**src/rtl/reset_request_gen.sv**
```systemverilog
// Merges POR, button, software and watchdog sources into one stretched rst_req.
// Watchdog is built only when RESET_REQ_WATCHDOG_EN is defined.
module reset_request_gen #(
  parameter int DEBOUNCE_CYCLES = 65536,
  parameter int STRETCH_CYCLES  = 16,
  parameter int WDT_CYCLES      = 16777216
) (
  input  logic       clk,
  input  logic       rst_n,
  input  logic       btn_n_in,
  input  logic       sw_rst_req,
  input  logic       wdt_en,
  input  logic       wdt_kick,
  output logic       rst_req,
  output logic [1:0] rst_cause
);

  localparam int DW = $clog2(DEBOUNCE_CYCLES);
  localparam int SW =
    (STRETCH_CYCLES > 1) ? $clog2(STRETCH_CYCLES) : 1;
  localparam logic [DW-1:0] DB_MAX =
    DW'(DEBOUNCE_CYCLES - 1);
  localparam logic [SW-1:0] ST_MAX =
    SW'(STRETCH_CYCLES - 1);

  typedef enum logic [1:0] {
    S_IDLE,
    S_ASSERT,
    S_RELEASE_WAIT
  } state_t;

  state_t          r_state;
  state_t          w_next;
  logic [SW-1:0]   r_stretch;
  logic [SW-1:0]   w_stretch_nxt;
  logic [1:0]      r_cause;
  logic [1:0]      w_cause_nxt;
  logic            r_rst_req;
  logic            r_sync1;
  logic            r_sync2;
  logic            r_deb;
  logic            r_deb_d;
  logic [DW-1:0]   r_db_cnt;
  logic            w_btn_evt;
  logic            w_wdt_evt;
  logic            w_any_evt;

  // Button released (1) is the safe level while in reset
  always_ff @(posedge clk or negedge rst_n) begin
    if (!rst_n) begin
      r_sync1  <= 1'b1;
      r_sync2  <= 1'b1;
      r_deb    <= 1'b1;
      r_deb_d  <= 1'b1;
      r_db_cnt <= '0;
    end else begin
      r_sync1 <= btn_n_in;
      r_sync2 <= r_sync1;
      r_deb_d <= r_deb;
      if (r_sync2 != r_deb) begin
        if (r_db_cnt == DB_MAX) begin
          r_deb    <= r_sync2;
          r_db_cnt <= '0;
        end else begin
          r_db_cnt <= r_db_cnt + DW'(1);
        end
      end else begin
        r_db_cnt <= '0;
      end
    end
  end

  assign w_btn_evt = r_deb_d & ~r_deb;

`ifdef RESET_REQ_WATCHDOG_EN
  localparam int WW = $clog2(WDT_CYCLES);
  localparam logic [WW-1:0] WDT_MAX =
    WW'(WDT_CYCLES - 1);

  logic [WW-1:0] r_wdt_cnt;

  always_ff @(posedge clk or negedge rst_n) begin
    if (!rst_n) begin
      r_wdt_cnt <= '0;
    end else if (!wdt_en || wdt_kick ||
                 r_state != S_IDLE) begin
      r_wdt_cnt <= '0;
    end else if (r_wdt_cnt != WDT_MAX) begin
      r_wdt_cnt <= r_wdt_cnt + WW'(1);
    end
  end

  assign w_wdt_evt = wdt_en && !wdt_kick &&
                     (r_state == S_IDLE) &&
                     (r_wdt_cnt == WDT_MAX);
`else
  localparam int p_unused_wdt = WDT_CYCLES;
  logic w_unused_wdt;

  assign w_unused_wdt = wdt_en ^ wdt_kick;
  assign w_wdt_evt    = 1'b0;
`endif

  assign w_any_evt = w_btn_evt | w_wdt_evt | sw_rst_req;

  always_comb begin
    w_next        = r_state;
    w_stretch_nxt = r_stretch;
    w_cause_nxt   = r_cause;
    unique case (r_state)
      S_IDLE: begin
        if (w_any_evt) begin
          w_next        = S_ASSERT;
          w_stretch_nxt = '0;
          if (w_btn_evt)      w_cause_nxt = 2'b01;
          else if (w_wdt_evt) w_cause_nxt = 2'b11;
          else                w_cause_nxt = 2'b10;
        end
      end
      S_ASSERT: begin
        if (r_stretch == ST_MAX) begin
          w_next = S_RELEASE_WAIT;
        end else begin
          w_stretch_nxt = r_stretch + SW'(1);
        end
      end
      S_RELEASE_WAIT: begin
        if (r_deb && !sw_rst_req) w_next = S_IDLE;
      end
      default: begin
        w_next        = S_ASSERT;
        w_stretch_nxt = '0;
      end
    endcase
  end

  // rst_req comes straight from a flop so it can never glitch
  always_ff @(posedge clk or negedge rst_n) begin
    if (!rst_n) begin
      r_state   <= S_ASSERT;
      r_stretch <= '0;
      r_cause   <= 2'b00;
      r_rst_req <= 1'b1;
    end else begin
      r_state   <= w_next;
      r_stretch <= w_stretch_nxt;
      r_cause   <= w_cause_nxt;
      r_rst_req <= (w_next != S_IDLE);
    end
  end

  assign rst_req   = r_rst_req;
  assign rst_cause = r_cause;

endmodule

```
**config.mk**
```make
export PLATFORM = sky130hd
export DESIGN_NAME = reset_request_gen
export DESIGN_NICKNAME = d
export VERILOG_FILES = /design/src/rtl/reset_request_gen.sv
export SDC_FILE = /design/constraint.sdc
export NUM_CORES = 1
export LEC_CHECK = 0
export CORE_MARGIN = 1
export CORE_UTILIZATION = 44
export DETAILED_ROUTE_END_ITERATION = 16
export GPL_ROUTABILITY_DRIVEN = 0
export SLEW_MARGIN = 20
export SYNTH_ARGS = -nofsm -noshare
export SYNTH_HDL_FRONTEND = slang
export SYNTH_SLANG_ARGS = --single-unit
```
**constraint.sdc**
```tcl
create_clock -name clk -period 2.2 [get_ports clk]
set_clock_uncertainty 0.05 [all_clocks]
set_input_delay 0.22 -clock clk [delete_from_list [all_inputs] [get_ports clk]]
set_output_delay 0.22 -clock clk [all_outputs]
set_load 0.01 [all_outputs]
```
==> impl_results.md, run 1 <==
- Outcome: complete, but fails checks
- Failing checks: DRC
- Die span in y: 57.9 um
- Number of nets with antenna violations after routing: 0
- Maximum resistive drop on vdd: 0.387 mV
- Synth Net Count: 135
- Worst setup slack before clock tree synthesis: 0.546 ns
- Launch point of the critical path: r_db_cnt[0]
- Worst R2R Start: r_db_cnt[0]
- Vias after detailed routing: 924
- Max transition margin: 75.4%
- Sum of routed wire length over all layers: 2310 um
- Number of enable flip-flop cells after synthesis: 0
- Clock transition at the registers of the reported paths: 0.09 ns
- Share of post-route cells with drive strength above 1: 17.7%
- Count of warnings emitted by yosys: 0
- Yosys top cell area share: 41.9%
- Library cell occupying the most area in the post-synthesis netlist: sky130_fd_sc_hd__dfrtp_1
- Leakage: 0.607 nW
- Number of iterations in the first detailed-routing pass: 10
- Number of vias per cell: 5.37
- Cell at the root of the clock tree: sky130_fd_sc_hd__clkbuf_4
- Post_cts resized: 0
- Average instance area after synthesis: 10.8 um2
- Transition time at the pin with the least slew margin: 0.369 ns
- # port buffers: 6
- Number of max-capacitance violations reported: 0
- Async set-or-reset flop fraction in the synthesized netlist: 100%
- Fin crit share: 74.4%
- Number of design-rule violations left by the first detailed-router iteration: 26
- Post-route worst setup slack: 0.562 ns
- Final critical-path required period: 1.64 ns
- Count of different cell masters after synthesis: 28
- Area of the die: 3350 um2
- IO Pins: 9
- Largest net degree at the start of global routing: 30
- Cts hold-fix bufs: 0
- Post-synthesis cell count: 127
- Tightest Hold Check Type: input port to async pin
- Total clock buffers created by CTS: 5
- Final Hold Vio Count: 0
- Area of the mapped netlist: 1370 um2
- Synthesis-stage register bit count: 29
- Element type at the critical path start: flop
- Signal arrival time at the worst endpoint: 1.79 ns
- Post-CTS setup buffer count: 0
- Number of nets in the layout: 148
- Gr ovfl total: 0
- Combined global-route utilization of all metal layers: 16.5%
- Detailed placement HPWL: 1560 um
- Main area contributors after synthesis: sky130_fd_sc_hd__dfrtp_1, sky130_fd_sc_hd__dfstp_2, sky130_fd_sc_hd__xnor2_1
- H-tree Lvls: 2
- Insertion delay of the later-clocked pin in the worst-skew pair: 0.32 ns
- Synth-to-layout area growth: 11.2%
- Crit end category: flop
- Initial cell density of the core: 48.1%
- Diode count: 0
- Deepest clock path buffer count: 2
- Final-report max-slew violation count: 0
- Required @ worst endpoint: 2.35 ns
- Via count of the first global-routing pass: 953
- Row count: 19
- Setup repair after global routing missed its margin: false
- Power per cell area: 598 nW/um2
- Setup tns final: 0 ns
- Average detailed-routed wire length per instance: 13.4 um
- Number of clock sinks seen by CTS: 29
- CP max FO: 14
- Part of the Yosys area used for sequential elements: 53.4%
- Antenna violations before repair: 0
- Total setup violations reported at the end of the flow: 0
- TritonCTS clock tree: yes
- Main flop type after synthesis: sky130_fd_sc_hd__dfrtp_1
- Die W: 57.9 um
- Residual DRC: 2
- Maximum operating frequency: 611 MHz
- Area of the core region: 2850 um2
- Wire length of the first global-routing pass: 4000 um
- Critical path class: flop to flop
==> placed cells by master, fill, tap and decap left out <==
master	instances
sky130_fd_sc_hd__o21ai_0	3
sky130_fd_sc_hd__inv_1	5
sky130_fd_sc_hd__nor4_2	4
sky130_fd_sc_hd__clkbuf_4	5
sky130_fd_sc_hd__dfstp_2	6
sky130_fd_sc_hd__a21oi_1	3
sky130_fd_sc_hd__mux2i_1	2
sky130_fd_sc_hd__nand3_1	5
sky130_fd_sc_hd__nand2b_1	3
sky130_fd_sc_hd__xor2_1	1
sky130_fd_sc_hd__nor2_2	2
sky130_fd_sc_hd__o2bb2ai_1	3
sky130_fd_sc_hd__clkbuf_1	2
sky130_fd_sc_hd__buf_4	1
sky130_fd_sc_hd__nand4_2	2
sky130_fd_sc_hd__dfrtp_1	23
sky130_fd_sc_hd__xnor2_1	14
sky130_fd_sc_hd__nand3_4	1
sky130_fd_sc_hd__mux2_1	1
sky130_fd_sc_hd__nor2_1	26
sky130_fd_sc_hd__a22o_1	1
sky130_fd_sc_hd__a31o_2	1
sky130_fd_sc_hd__ha_1	2
sky130_fd_sc_hd__nand4_1	2
sky130_fd_sc_hd__nand2_1	5
sky130_fd_sc_hd__nor3_1	6
sky130_fd_sc_hd__or3_1	1
sky130_fd_sc_hd__clkdlybuf4s50_1	6
sky130_fd_sc_hd__nand3_2	2
sky130_fd_sc_hd__a21o_1	1
sky130_fd_sc_hd__o22ai_1	1
sky130_fd_sc_hd__clkbuf_8	1
==> layer usage <==
| metal | up-vias | part of all wire [%] | routed length [um] | global-route usage [%] |
|---|---|---|---|---|
| met5 | - | 0 | 0 | 0 |
| met2 | 10 | 53 | 1230 | 29.1 |
| met1 | 449 | 41 | 957 | 17.6 |
| met4 | 0 | 2.1 | 48 | 9.18 |
| met3 | 5 | 3.2 | 75 | 4.69 |
| li1 | 460 | - | - | - |
==> cells in the mapped netlist, drive strengths merged (2+ instances only) <==
master and number:
a21oi 3, dfrtp 23, dfstp 6, ha 2, inv 5, mux2i 2
nand2 5, nand2b 3, nand3 8, nand4 4, nor2 28, nor3 6
nor4 4, o21ai 3, o2bb2ai 3, xnor2 14
==> worst paths after layout <==
check / end / slack (ns) / cells after the start
hold / removal: r_db_cnt[5] / 0.23 / 2
max in group asynchronous: r_state[0] / 1.55 / 2
setup / recovery: r_db_cnt[2] / 0.56 / 5
min in group clk: r_sync1 / 0.25 / 1
hold reg to reg: r_sync2 / 0.31 / 0
setup reg to reg: r_db_cnt[2] / 0.56 / 5
==> power breakdown <==
part	switching, mW	internal [mW]	leakage, nW
clock	0.174	0.157	0.0326
combinational	0.0214	0.0120	0.219
sequential	0.00665	0.541	0.355
total	0.202	0.710	0.607
==> sequential cells by signal, indices dropped and copies added, names as in the netlist <==
register,flops
r_db_cnt,16
r_stretch,4
r_state,2
rst_cause,2
r_deb,1
r_deb_d,1
r_sync1,1
r_sync2,1
rst_req,1
==> cells by family (layout without fill, tap and decap cells) <==
kind of cell | count (synthesis) | after routing | share of synthesized area, %
and+or+nand+nor | 59 | 59 | 24.3
AOI/OAI and AO/OA | 13 | 13 | 6.38
DFF | 29 | 29 | 53.4
muxes | 3 | 3 | 2.28
buffers and inverters | 6 | 20 | 2.19
adders and majority gates | 2 | 2 | 1.82
xor gates and xnor gates | 15 | 15 | 9.57
==> final cells by class <==
| class | instances | area, um2 |
|---|---|---|
| fill | 264 | 1330 |
| sequential | 29 | 733 |
| multi-input combinational | 92 | 609 |
| timing repair buffer | 7 | 67.6 |
| clock buffer | 8 | 58.8 |
| tap | 31 | 38.8 |
| inverter | 5 | 18.8 |
==> through the flow <==
step / cell area [um2] / hold WS [ns] / utilization [%] / cells / total power [mW]
floorplan: 1370 / -0.126 / - / 127 / 0.572
global placement: 1470 / 0.300 / 51.4 / 164 / 0.591
detailed placement: 1470 / 0.297 / 51.4 / 164 / 0.592
CTS: 1530 / 0.223 / 53.5 / 172 / 0.933
global route: 1530 / 0.237 / 53.5 / 172 / 0.951
finish: 1530 / 0.229 / 53.5 / 172 / 0.912
==> worst max-delay path, stage by stage (launching register included) <==
cell and delay, ns:
sky130_fd_sc_hd__dfrtp_1 0.41, sky130_fd_sc_hd__ha_1 0.25, sky130_fd_sc_hd__nand3_4 0.15, sky130_fd_sc_hd__nor2_1 0.17, sky130_fd_sc_hd__a31o_2 0.38, sky130_fd_sc_hd__nor2_1 0.11
Note: power is estimated with default switching activity, not from simulation.
==> run 2: changes to the inputs <==
==> constraint.sdc (replaced) <==
create_clock -name clk -period 1.59 [get_ports clk]
set_clock_uncertainty 0.05 [all_clocks]
set_input_delay 0.159 -clock clk [delete_from_list [all_inputs] [get_ports clk]]
set_output_delay 0.159 -clock clk [all_outputs]
set_load 0.01 [all_outputs]
==> run 2 against run 1 <==
Against the previous run: sequential power grew 38%; the flow still finishes with violations (DRC); via count increased by 0.65%; clock power is 37% higher; wire length decreased by 7.3%; core utilization increased by 1.1 points; combinational power rose by 67%; highest routed layer unchanged; worst hold slack lost 0.064 ns.
==> impl_results.md, run 2 (synthesis results as in run 1) <==
- Element type at the critical path start: flop
- Vias after detailed routing: 930 (+0.65%)
- Setup tns final: 0 ns (unchanged)
- Residual DRC: 2 (unchanged)
- Insertion delay of the later-clocked pin in the worst-skew pair: 0.32 ns (about the same)
- H-tree Lvls: 2 (unchanged)
- Maximum operating frequency: 675 MHz (+11%)
- Combined global-route utilization of all metal layers: 16.1% (-0.42 points)
- Leakage: 0.619 nW (+1.9%)
- Final-report max-slew violation count: 0 (unchanged)
- Largest register FFs: 16 (unchanged)
- Maximum resistive drop on vdd: 0.488 mV (+26%)
- Leading cell types in the layout, fill and taps excluded: sky130_fd_sc_hd__nor2_1, sky130_fd_sc_hd__dfrtp_1, sky130_fd_sc_hd__xnor2_1
- Cell area after placement: 1500 um2 (+1.9%)
- Total placed cells including tap cells: 166 (+1.2%)
- Largest net degree at the start of global routing: 30 (unchanged)
- Sum of routed wire length over all layers: 2140 um (-7.3%)
- # port buffers: 6 (unchanged)
- Crit end category: flop
- Share of the core filled with cells in the final layout: 54.6% (+1.1 points)
- Area of the die: 3350 um2 (unchanged)
- Synth-to-layout area growth: 13.6%
- Number of nets with antenna violations after routing: 0 (unchanged)
- Post-route worst setup slack: 0.109 ns (-0.453 ns)
- Power per cell area: 812 nW/um2 (+36%)
- Register cell area after layout: 733 um2 (unchanged)
- Average detailed-routed wire length per instance: 12.3 um (-8.3%)
- Worst setup slack before clock tree synthesis: 0.0782 ns (-0.468 ns)
- Tightest Hold Check Type: input port to async pin
- Critical path class: flop to flop
- Required @ worst endpoint: 1.75 ns (-0.60 ns)
- Final Hold Vio Count: 0 (unchanged)
- Cell at the root of the clock tree: sky130_fd_sc_hd__clkbuf_4
- Outcome: complete, but fails checks
- Failing checks: DRC
- Max transition margin: 75.8% (+0.38 points)
- Signal arrival time at the worst endpoint: 1.64 ns (-0.15 ns)
- Diode count: 0 (unchanged)
- Worst hold slack: 0.165 ns (-0.0640 ns)
- Number of max-capacitance violations reported: 0 (unchanged)
- Number of iterations in the first detailed-routing pass: 9 (-1)
- Die W: 57.9 um (unchanged)
- CP max FO: 14 (unchanged)
- Clock transition at the registers of the reported paths: 0.09 ns (about the same)
- Transition time at the pin with the least slew margin: 0.362 ns (-0.00705 ns)
- Antenna violations before repair: 0 (unchanged)
- Fin crit share: 93.1% (+19 points)
- Setup repair after global routing missed its margin: false
- TritonCTS clock tree: yes
- Number of design-rule violations left by the first detailed-router iteration: 40 (+54%)
- Total area of multi-input combinational cells: 612 um2 (+0.41%)
- Total clock buffers created by CTS: 5 (unchanged)
- IO Pins: 9 (unchanged)
- Detailed placement HPWL: 1490 um (-4.8%)
- Most common cell after layout, fill and taps aside: sky130_fd_sc_hd__nor2_1
- Final critical-path required period: 1.48 ns (-0.157 ns)
- Row count: 19 (unchanged)
- Final design area excluding fillers: 1560 um2 (+2.1%)
- Number of clock sinks seen by CTS: 29 (unchanged)
- Largest registers in the final layout: r_db_cnt: 16 flops, r_stretch: 4 flops
- Gr ovfl total: 0 (unchanged)
- Post-CTS setup buffer count: 0 (unchanged)
- FILL cells: 264 (unchanged)
- Area of the core region: 2850 um2 (unchanged)
- Share of post-route cells with drive strength above 1: 19.6% (+1.8 points)
- Number of nets in the layout: 150 (+1.4%)
- Register containing the most flip-flops in the final layout: r_db_cnt
- Initial cell density of the core: 48.1% (unchanged)
- Final cell count without fillers: 174 (+1.2%)
- Die span in y: 57.9 um (unchanged)
- Wire length of the first global-routing pass: 3950 um (-1.2%)
- Total setup violations reported at the end of the flow: 0 (unchanged)
- Deepest clock path buffer count: 2 (unchanged)
- Power Total: 1.27 mW (+39%)
- Via count of the first global-routing pass: 971 (+1.9%)
- Number of vias per cell: 5.34 (-0.51%)
[run 2: layout make-up]
cell class	instances	area share, %
Sequential cell	29	47.0
Multi-Input combinational cell	92	39.2
Timing Repair Buffer	9	6.26
Clock buffer	8	3.77
Tap cell	31	2.49
Inverter	5	1.20
[run 2: worst max-delay path: stages, from the launching register on]
cell and delay (ns):
sky130_fd_sc_hd__dfrtp_1 0.40, sky130_fd_sc_hd__ha_2 0.24, sky130_fd_sc_hd__nand3_4 0.13, sky130_fd_sc_hd__nor2_1 0.17
sky130_fd_sc_hd__a31o_2 0.20, sky130_fd_sc_hd__buf_12 0.13, sky130_fd_sc_hd__nor2_1 0.05
[run 2: final timing paths]
kind	from	to	slack [ns]	cells past startpoint
max	r_db_cnt[1]	r_db_cnt[2]	0.11	6
min	rst_n	rst_cause[1]	0.16	2
max reg2reg	r_db_cnt[1]	r_db_cnt[2]	0.11	6
min reg2reg	r_sync1	r_sync2	0.31	0
max in group asynchronous	rst_n	r_deb	1.01	2
min in group clk	btn_n_in	r_sync1	0.20	1
[run 2: layer usage]
metal  vias up  global-route usage, %  share of wire [%]
li1        470                      -                  -
met1       444                   16.8                 44
met2        11                   28.6                 50
met3         5                   4.69                3.8
met4         0                   9.18                2.2
met5         -                      0                  0
[run 2: timing repair]
action	in CTS	in global routing
hold buffers	0	0
gates resized for setup	0	2
endpoints found under the setup margin	0	8
[run 2: report_power, final]
part	leakage, nW	internal (mW)	switching [mW]
Clock	0.0326	0.218	0.235
Combinational	0.231	0.0242	0.0314
Sequential	0.355	0.748	0.00859
